## config.mk

```make
export PLATFORM = sky130hd
export DESIGN_NAME = icache
export DESIGN_NICKNAME = d
export VERILOG_FILES = /design/src/rtl/icache_pkg.sv /design/src/rtl/icache_word_sel.sv /design/src/rtl/icache.sv
export SDC_FILE = /design/constraint.sdc
export NUM_CORES = 1
export LEC_CHECK = 0
export CAP_MARGIN = 10
export CORE_MARGIN = 1
export CORE_UTILIZATION = 35
export CTS_CLUSTER_SIZE = 10
export DETAILED_ROUTE_END_ITERATION = 8
export DONT_BUFFER_PORTS = 1
export PLACE_DENSITY = 0.46
export SLEW_MARGIN = 40
export SYNTH_ARGS = -nofsm -noshare
export SYNTH_HDL_FRONTEND = slang
export SYNTH_SLANG_ARGS = --single-unit
```

## constraint.sdc

```tcl
create_clock -name CLK -period 22.6 [get_ports CLK]
set_input_delay 6.78 -clock CLK [delete_from_list [all_inputs] [get_ports CLK]]
set_output_delay 6.78 -clock CLK [all_outputs]
set_load 0.005 [all_outputs]
```

## src/rtl/icache_pkg.sv

```systemverilog
// Shared types and constants for the direct-mapped, read-only instruction cache.
package icache_pkg;

  typedef enum logic [1:0] {
    IDLE      = 2'd0,
    MEM_FETCH = 2'd1,
    UPDATE    = 2'd2
  } state_t;

  localparam int unsigned BLOCK_W    = 128;
  localparam int unsigned WORD_W     = 32;
  localparam int unsigned DEF_ADDR_W = 10;
  localparam int unsigned DEF_IDX_W  = 3;

endpackage

```

## src/rtl/icache_word_sel.sv

```systemverilog
// Selects one 32-bit instruction word out of a 128-bit cache block.
module icache_word_sel
  import icache_pkg::*;
(
  input  logic [BLOCK_W-1:0] block,
  input  logic [1:0]         offset,
  output logic [WORD_W-1:0]  word
);

  always_comb begin
    word = block[31:0];
    case (offset)
      2'd0: word = block[31:0];
      2'd1: word = block[63:32];
      2'd2: word = block[95:64];
      2'd3: word = block[127:96];
      default: word = block[31:0];
    endcase
  end

endmodule

```

## src/rtl/icache.sv

```systemverilog
// Direct-mapped read-only instruction cache: combinational hit path, three-state
// refill FSM (IDLE -> MEM_FETCH -> UPDATE) fetching whole 16-byte blocks.
module icache
  import icache_pkg::*;
#(
  parameter int unsigned ADDR_W = DEF_ADDR_W,
  parameter int unsigned IDX_W  = DEF_IDX_W
) (
  input  logic                CLK,
  input  logic                RESET,
  input  logic [ADDR_W-1:0]   ADDRESS,
  input  logic                READ,
  output logic [WORD_W-1:0]   READDATA,
  output logic                BUSYWAIT,
  output logic [ADDR_W-5:0]   MEM_ADDRESS,
  output logic                MEM_READ,
  input  logic [BLOCK_W-1:0]  MEM_READDATA,
  input  logic                MEM_BUSYWAIT
);

  localparam int unsigned TAG_W = ADDR_W - 4 - IDX_W;
  localparam int unsigned NBLK  = 1 << IDX_W;

  state_t state_q, state_d;

  logic [BLOCK_W-1:0] data_q [NBLK];
  logic [TAG_W-1:0]   tag_q  [NBLK];
  logic [NBLK-1:0]    valid_q;
  logic [TAG_W-1:0]   miss_tag_q;
  logic [IDX_W-1:0]   miss_idx_q;
  logic [BLOCK_W-1:0] fill_q;

  logic [TAG_W-1:0]   addr_tag;
  logic [IDX_W-1:0]   addr_idx;
  logic [1:0]         addr_off;
  logic               hit;
  logic               miss_start;
  logic [WORD_W-1:0]  sel_word;
  logic               unused_byte_bits;

  assign addr_tag         = ADDRESS[ADDR_W-1 -: TAG_W];
  assign addr_idx         = ADDRESS[3+IDX_W:4];
  assign addr_off         = ADDRESS[3:2];
  assign unused_byte_bits = ^ADDRESS[1:0];

  assign hit        = READ && valid_q[addr_idx] && (tag_q[addr_idx] == addr_tag);
  assign miss_start = (state_q == IDLE) && READ && !hit;

  icache_word_sel u_word_sel (
    .block  (data_q[addr_idx]),
    .offset (addr_off),
    .word   (sel_word)
  );

  // Gated so READDATA is a defined zero whenever no hit is being returned.
  assign READDATA = (RESET && hit && (state_q == IDLE)) ? sel_word : '0;

  always_comb begin
    state_d     = state_q;
    BUSYWAIT    = 1'b0;
    MEM_READ    = 1'b0;
    MEM_ADDRESS = '0;
    case (state_q)
      IDLE: begin
        if (READ && !hit) begin
          BUSYWAIT = RESET;
          state_d  = MEM_FETCH;
        end
      end
      MEM_FETCH: begin
        MEM_READ    = 1'b1;
        MEM_ADDRESS = {miss_tag_q, miss_idx_q};
        BUSYWAIT    = 1'b1;
        if (!MEM_BUSYWAIT) state_d = UPDATE;
      end
      UPDATE: begin
        BUSYWAIT = 1'b1;
        state_d  = IDLE;
      end
      default: state_d = IDLE;
    endcase
  end

  always_ff @(posedge CLK or negedge RESET) begin
    if (!RESET) begin
      state_q    <= IDLE;
      valid_q    <= '0;
      miss_tag_q <= '0;
      miss_idx_q <= '0;
    end else begin
      state_q <= state_d;
      if (miss_start) begin
        miss_tag_q <= addr_tag;
        miss_idx_q <= addr_idx;
      end
      if (state_q == UPDATE) valid_q[miss_idx_q] <= 1'b1;
    end
  end

  // Storage needs no reset: valid bits guard it, and an aborted refill never reaches UPDATE.
  always_ff @(posedge CLK) begin
    if ((state_q == MEM_FETCH) && !MEM_BUSYWAIT) fill_q <= MEM_READDATA;
    if (state_q == UPDATE) begin
      data_q[miss_idx_q] <= fill_q;
      tag_q[miss_idx_q]  <= miss_tag_q;
    end
  end

endmodule

```

* Word-level counts from Yosys, hierarchy flattened
Memory sizes are Yosys's and may differ from the RTL's. Cells that the tools add are included. Widths: inputs -> output; s select.
Word-level totals: memories kept 2, bits of input ports 142, memory bits (writable) 1048, logic and storage cells 49, output and inout bits 40, register bits after elaboration 144
Operators by class: magnitude comparators 3, bitwise gates (word level) 1, reduce and logical (&&, ||, !) cells 15, equal/unequal tests 8, muxes and demuxes 15
Memories:
- data_q | depth 8, width 128, read ports 1, clocked after memory_dff 0, wr ports 1, RTL line icache.sv:26 | logic [BLOCK_W-1:0] data_q [NBLK];
- tag_q | depth 8, width 3, read ports 1, clocked after memory_dff 0, wr ports 1, RTL line icache.sv:27 | logic [TAG_W-1:0] tag_q [NBLK];
Operators by type and width (number):
- $pmux 32 s4 | 1
- $mux 32 | 1
- $logic_and 1x1->1 | 9
- $lt 3x4->1 const B | 2
- $or 8x8->8 | 1
- $eq 2x2->1 const B | 3
- $mux 1 | 6
- $mux 6 | 1
- $eq 2x1->1 const B | 2
- $logic_not 2->1 | 2
- $mux 2 | 2
- $pmux 2 s2 | 1
- $bmux 1 s3 | 1
- $demux 1 s3 | 1
- $eq 3x3->1 | 1
- $ge 3x1->1 const B | 1
- $logic_not 1->1 | 2
- $ne 2x1->1 const B | 1
- $ne 2x2->1 const B | 1
- $pmux 1 s2 | 1
- $reduce_and 2->1 | 1
- $reduce_or 2->1 | 1

* Logic depth before layout (Yosys ltp)
depth in word-level cells 8, depth in mapped cells 10

* By module
From an unflattened synthesis, not the netlist that was laid out.
Second synthesis, totals: cell total of the unflattened synthesis 1802, area total of the unflattened synthesis 44918.1 um2
Modules (own cells, without submodules):
- icache | area an instance 44103.5 um2, cells an instance 1763, instances 1, sequential area each 35714.3 um2
- icache_word_sel | area an instance 814.5 um2, cells an instance 39, instances 1, sequential area each 0.0 um2

* Worst setup path after synthesis
No wires, ideal clock.
path type in2out, start input ADDRESS[5], end output READDATA[12], path buffers 3, data required time 15.820 ns, path slack 7.169 ns, arrival time 8.651 ns, stages on the path 7, cell sequence buf_2 > buf_1 > buf_1 > mux4_2 > mux4_2 > mux2i_1 > nor2_1
Between the ends: longest elaborated chain between the ends 7, elaborated cells between the ends (all ways) 11
RTL lines:
- from (decl) | RTL line icache.sv:11 | input logic [ADDR_W-1:0] ADDRESS,
- parallel branches: the longest is 6 deep, another holds $mem_v2 8x3
- $mux 32 * | RTL line icache.sv:56 | assign READDATA = (RESET && hit && (state_q == IDLE)) ? sel_word : '0;
- to (decl) | RTL line icache.sv:13 | output logic [WORD_W-1:0] READDATA,
Mark *: on every way between the ends. The select of a mux whose other input is x is not followed.

* Final worst setup path
start input ADDRESS[4], end output READDATA[19]
Same word-level chain as after synthesis.

==> key figures <==
Status
  • Status: complete, no violations

Placed design
  • Routability cong.: 0.7337
  • DP Worst Slack: 7.080 ns
  • HPWL Detailed: 50.63 mm
  • PortBufs: 0

Global route
  • Total track usage: 16.21%
  • Number of global-route vias before repair: 20,380
  • Total gr overflow: 0
  • Largest net degree at the start of global routing: 272
  • First-pass GRT wire length: roughly 150 mm
  • Initial antenna violation count: 38

Die
  • Core Rows: 130
  • DIE WIDTH: around 360 um
  • Area of the core: 125,700 um2
  • Die H: between 300 and 400 um
  • Full die area: 128,300 um2
  • I/O pin total: 182
  • Starting Density: 35.33%

Drt
  • Vias: 18,570
  • Vias/cell: around 5.3
  • Final WL: 101.6 mm
  • Iteration-0 DRC Markers: roughly 1,400
  • Post-DR wirelength/cell: 28.78 um
  • First drt pass iteration count: 5
  • DRC viols: 0
  • Post-route ant nets: 0

STA
  • Max Slew Vio Count: 0
  • RSZ-0062 raised after global routing: false
  • Clock Skew: 0.02118 ns
  • Worst Setup Slack, final: 6.699 ns
  • Fmax: 62.89 MHz
  • Setup TNS: 0 ns
  • Final hold violation count: 0
  • Slew headroom: 44.21%
  • Slew @ Worst Pin: 0.8135 ns
  • Setup violations, final: 0
  • Period utilization: 70.36%
  • Min Clock Period, post-route: 15.90 ns

Worst hold path
  • Class of the worst hold path: reg2reg
  • Hold path startpoint: valid_q[5]

Power and ir drop
  • Leak: 15.45 nW
  • Max VDD drop: 0.07484 mV
  • PwrDens: 102.4 nW/um2

Critical path
  • CP max stage cell: mux4_2
  • Worst Setup SP: ADDRESS[4]
  • CP Cell Sequence: mux4_2 -> mux4_2 -> mux2i_1 -> nor2_1
  • Worst Path Required: roughly 16 ns
  • Critical path capture point type: output pin
  • Max incr delay on CP: 0.69 ns
  • R2r startpoint: state_q[0]
  • Critical path fanouts, max: 271
  • CP arrival: approximately 9.1 ns
  • Most used cell, CP: mux4_2
  • CP Launch Type: primary input
  • Critical path class: in2out

Clock tree
  • CTS Root Cell: clkbuf_16
  • Cts hold-fix bufs: 0
  • Register clock-pin slew on the reported worst setup and hold paths: 0.05 ns
  • CTS Buffer Depth: 3
  • Latest clock arrival within the worst-skew pair: 0.74 ns
  • Num CTS Buffers: 140
  • CTS tree: built
  • CTS resizes: 0
  • Setup Fix Bufs, Post-CTS: 0
  • Clk sinks: 1,192
  • H-tree Lvls: 4

Job
  • Max-Cap Viols: 0

Synth
  • Synth Flop Type: edfxtp_1
  • Mapped cell area: 44,420 um2
  • Mean Syn Cell Area: roughly 26 um2
  • Area leader, netlist: edfxtp_1
  • Ys Warns: 0
  • Post-synthesis async set-or-reset flop share: 1.342%
  • Post-synth EDFFs: 1,176
  • Synth Instances: 1,735
  • Most common library cells after synthesis: edfxtp_1 (1,176), mux4_2 (325), mux2i_1 (44)
  • Unique masters post-synth: 28
  • Top-count cell post-synth: edfxtp_1
  • Syn Nets: 1,881
  • Top cells by area, synth: edfxtp_1 (79%), mux4_2 (16%), mux2i_1 (0.99%), dfrtp_1 (0.90%), nor2_1 (0.34%)
  • Yosys top cell area share: 79.50%
  • Post-synthesis sequential area ratio: 80.40%
  • FF+latch count, synth: 1,192

Cells and area
  • Ratio of cells with drive above 1 in the final layout: around 29%
  • Area grow syn2layout: 13.39%
  • Final net count: 1,971
## state kept, by name, summed over array words and instances, names as in the netlist
register and cells:
data_q 1024, miss_idx_q 3, state_q 2, fill_q 128
valid_q 8, miss_tag_q 3, tag_q 24
## area by class of cell
cell class / instances / area (um2)
well taps: 1650 / 2064
diodes: 8 / 20.02
repair buffers: 31 / 344.1
flip-flops and latches: 1192 / 35710
fillers: 10950 / 75360
inverters: 4 / 15.01
clock inverters: 16 / 102.6
clock buffers: 173 / 3775
multi-input cells: 456 / 8335
## where the power goes
| part | internal, mW | switching [mW] |
|---|---|---|
| Clock | 1.16 | 0.817 |
| Combinational | 0.146 | 0.223 |
| Sequential | 2.71 | 0.105 |
## layout by cell type (no fill, tap or decap), types with 9 or more instances in the layout
cell / instances
clkinv_1: 9
clkbuf_16: 146
mux4_2: 325
nor2_1: 34
edfxtp_1: 1176
dfrtp_1: 16
clkbuf_1: 25
mux2i_1: 44
buf_6: 15
buf_4: 11
## worst max-delay path, delay by kind of cell
family | cells | cell delay (ns)
multiplexers | 3 | 1.87
AND/OR/NAND/NOR | 1 | 0.13
## worst paths after layout
check                                end  depth (start not counted)  slack [ns]
min reg2reg                   valid_q[5]                          1        0.47
max                         READDATA[19]                          4        6.70
min in group asynchronous  miss_tag_q[2]                          0        5.74
max reg2reg                data_q[0][28]                          7       19.14
max in group asynchronous     valid_q[4]                          0       16.78
min                           valid_q[5]                          1        0.47
## metal layers
metal,track usage [%],share of wire [%]
met1,21.44,43
met2,26.67,49
met3,3.995,5.7
met4,4.485,2.0
met5,0,0.20
## kinds of logic (layout without fill, tap and decap cells)
group	Yosys count	in the layout	share of synthesized area [%]
xor gates and xnor gates	3	3	0.05916
DFF	1192	1192	80.40
other	0	8	0
muxes	376	376	17.65
and+or+nand+nor	67	67	0.6929
adders and majority gates	4	4	0.1127
AOI/OAI and AO/OA	6	6	0.09860
buffers and inverters	87	224	0.9914
## stage by stage
step	hold WS, ns	power [mW]	std cells	area (um2)	utilization (%)
after floorplan	0.4337	3.114	1735	44420	-
after global placement	0.4460	3.219	3329	46340	36.85
after detailed placement	0.4582	3.243	3332	46440	36.93
after CTS	0.4701	5.239	3521	50320	40.02
after global routing	0.4869	5.348	3524	50360	40.05
final	0.4686	5.158	3530	50370	40.06
Note: power is estimated with default switching activity, not from simulation.
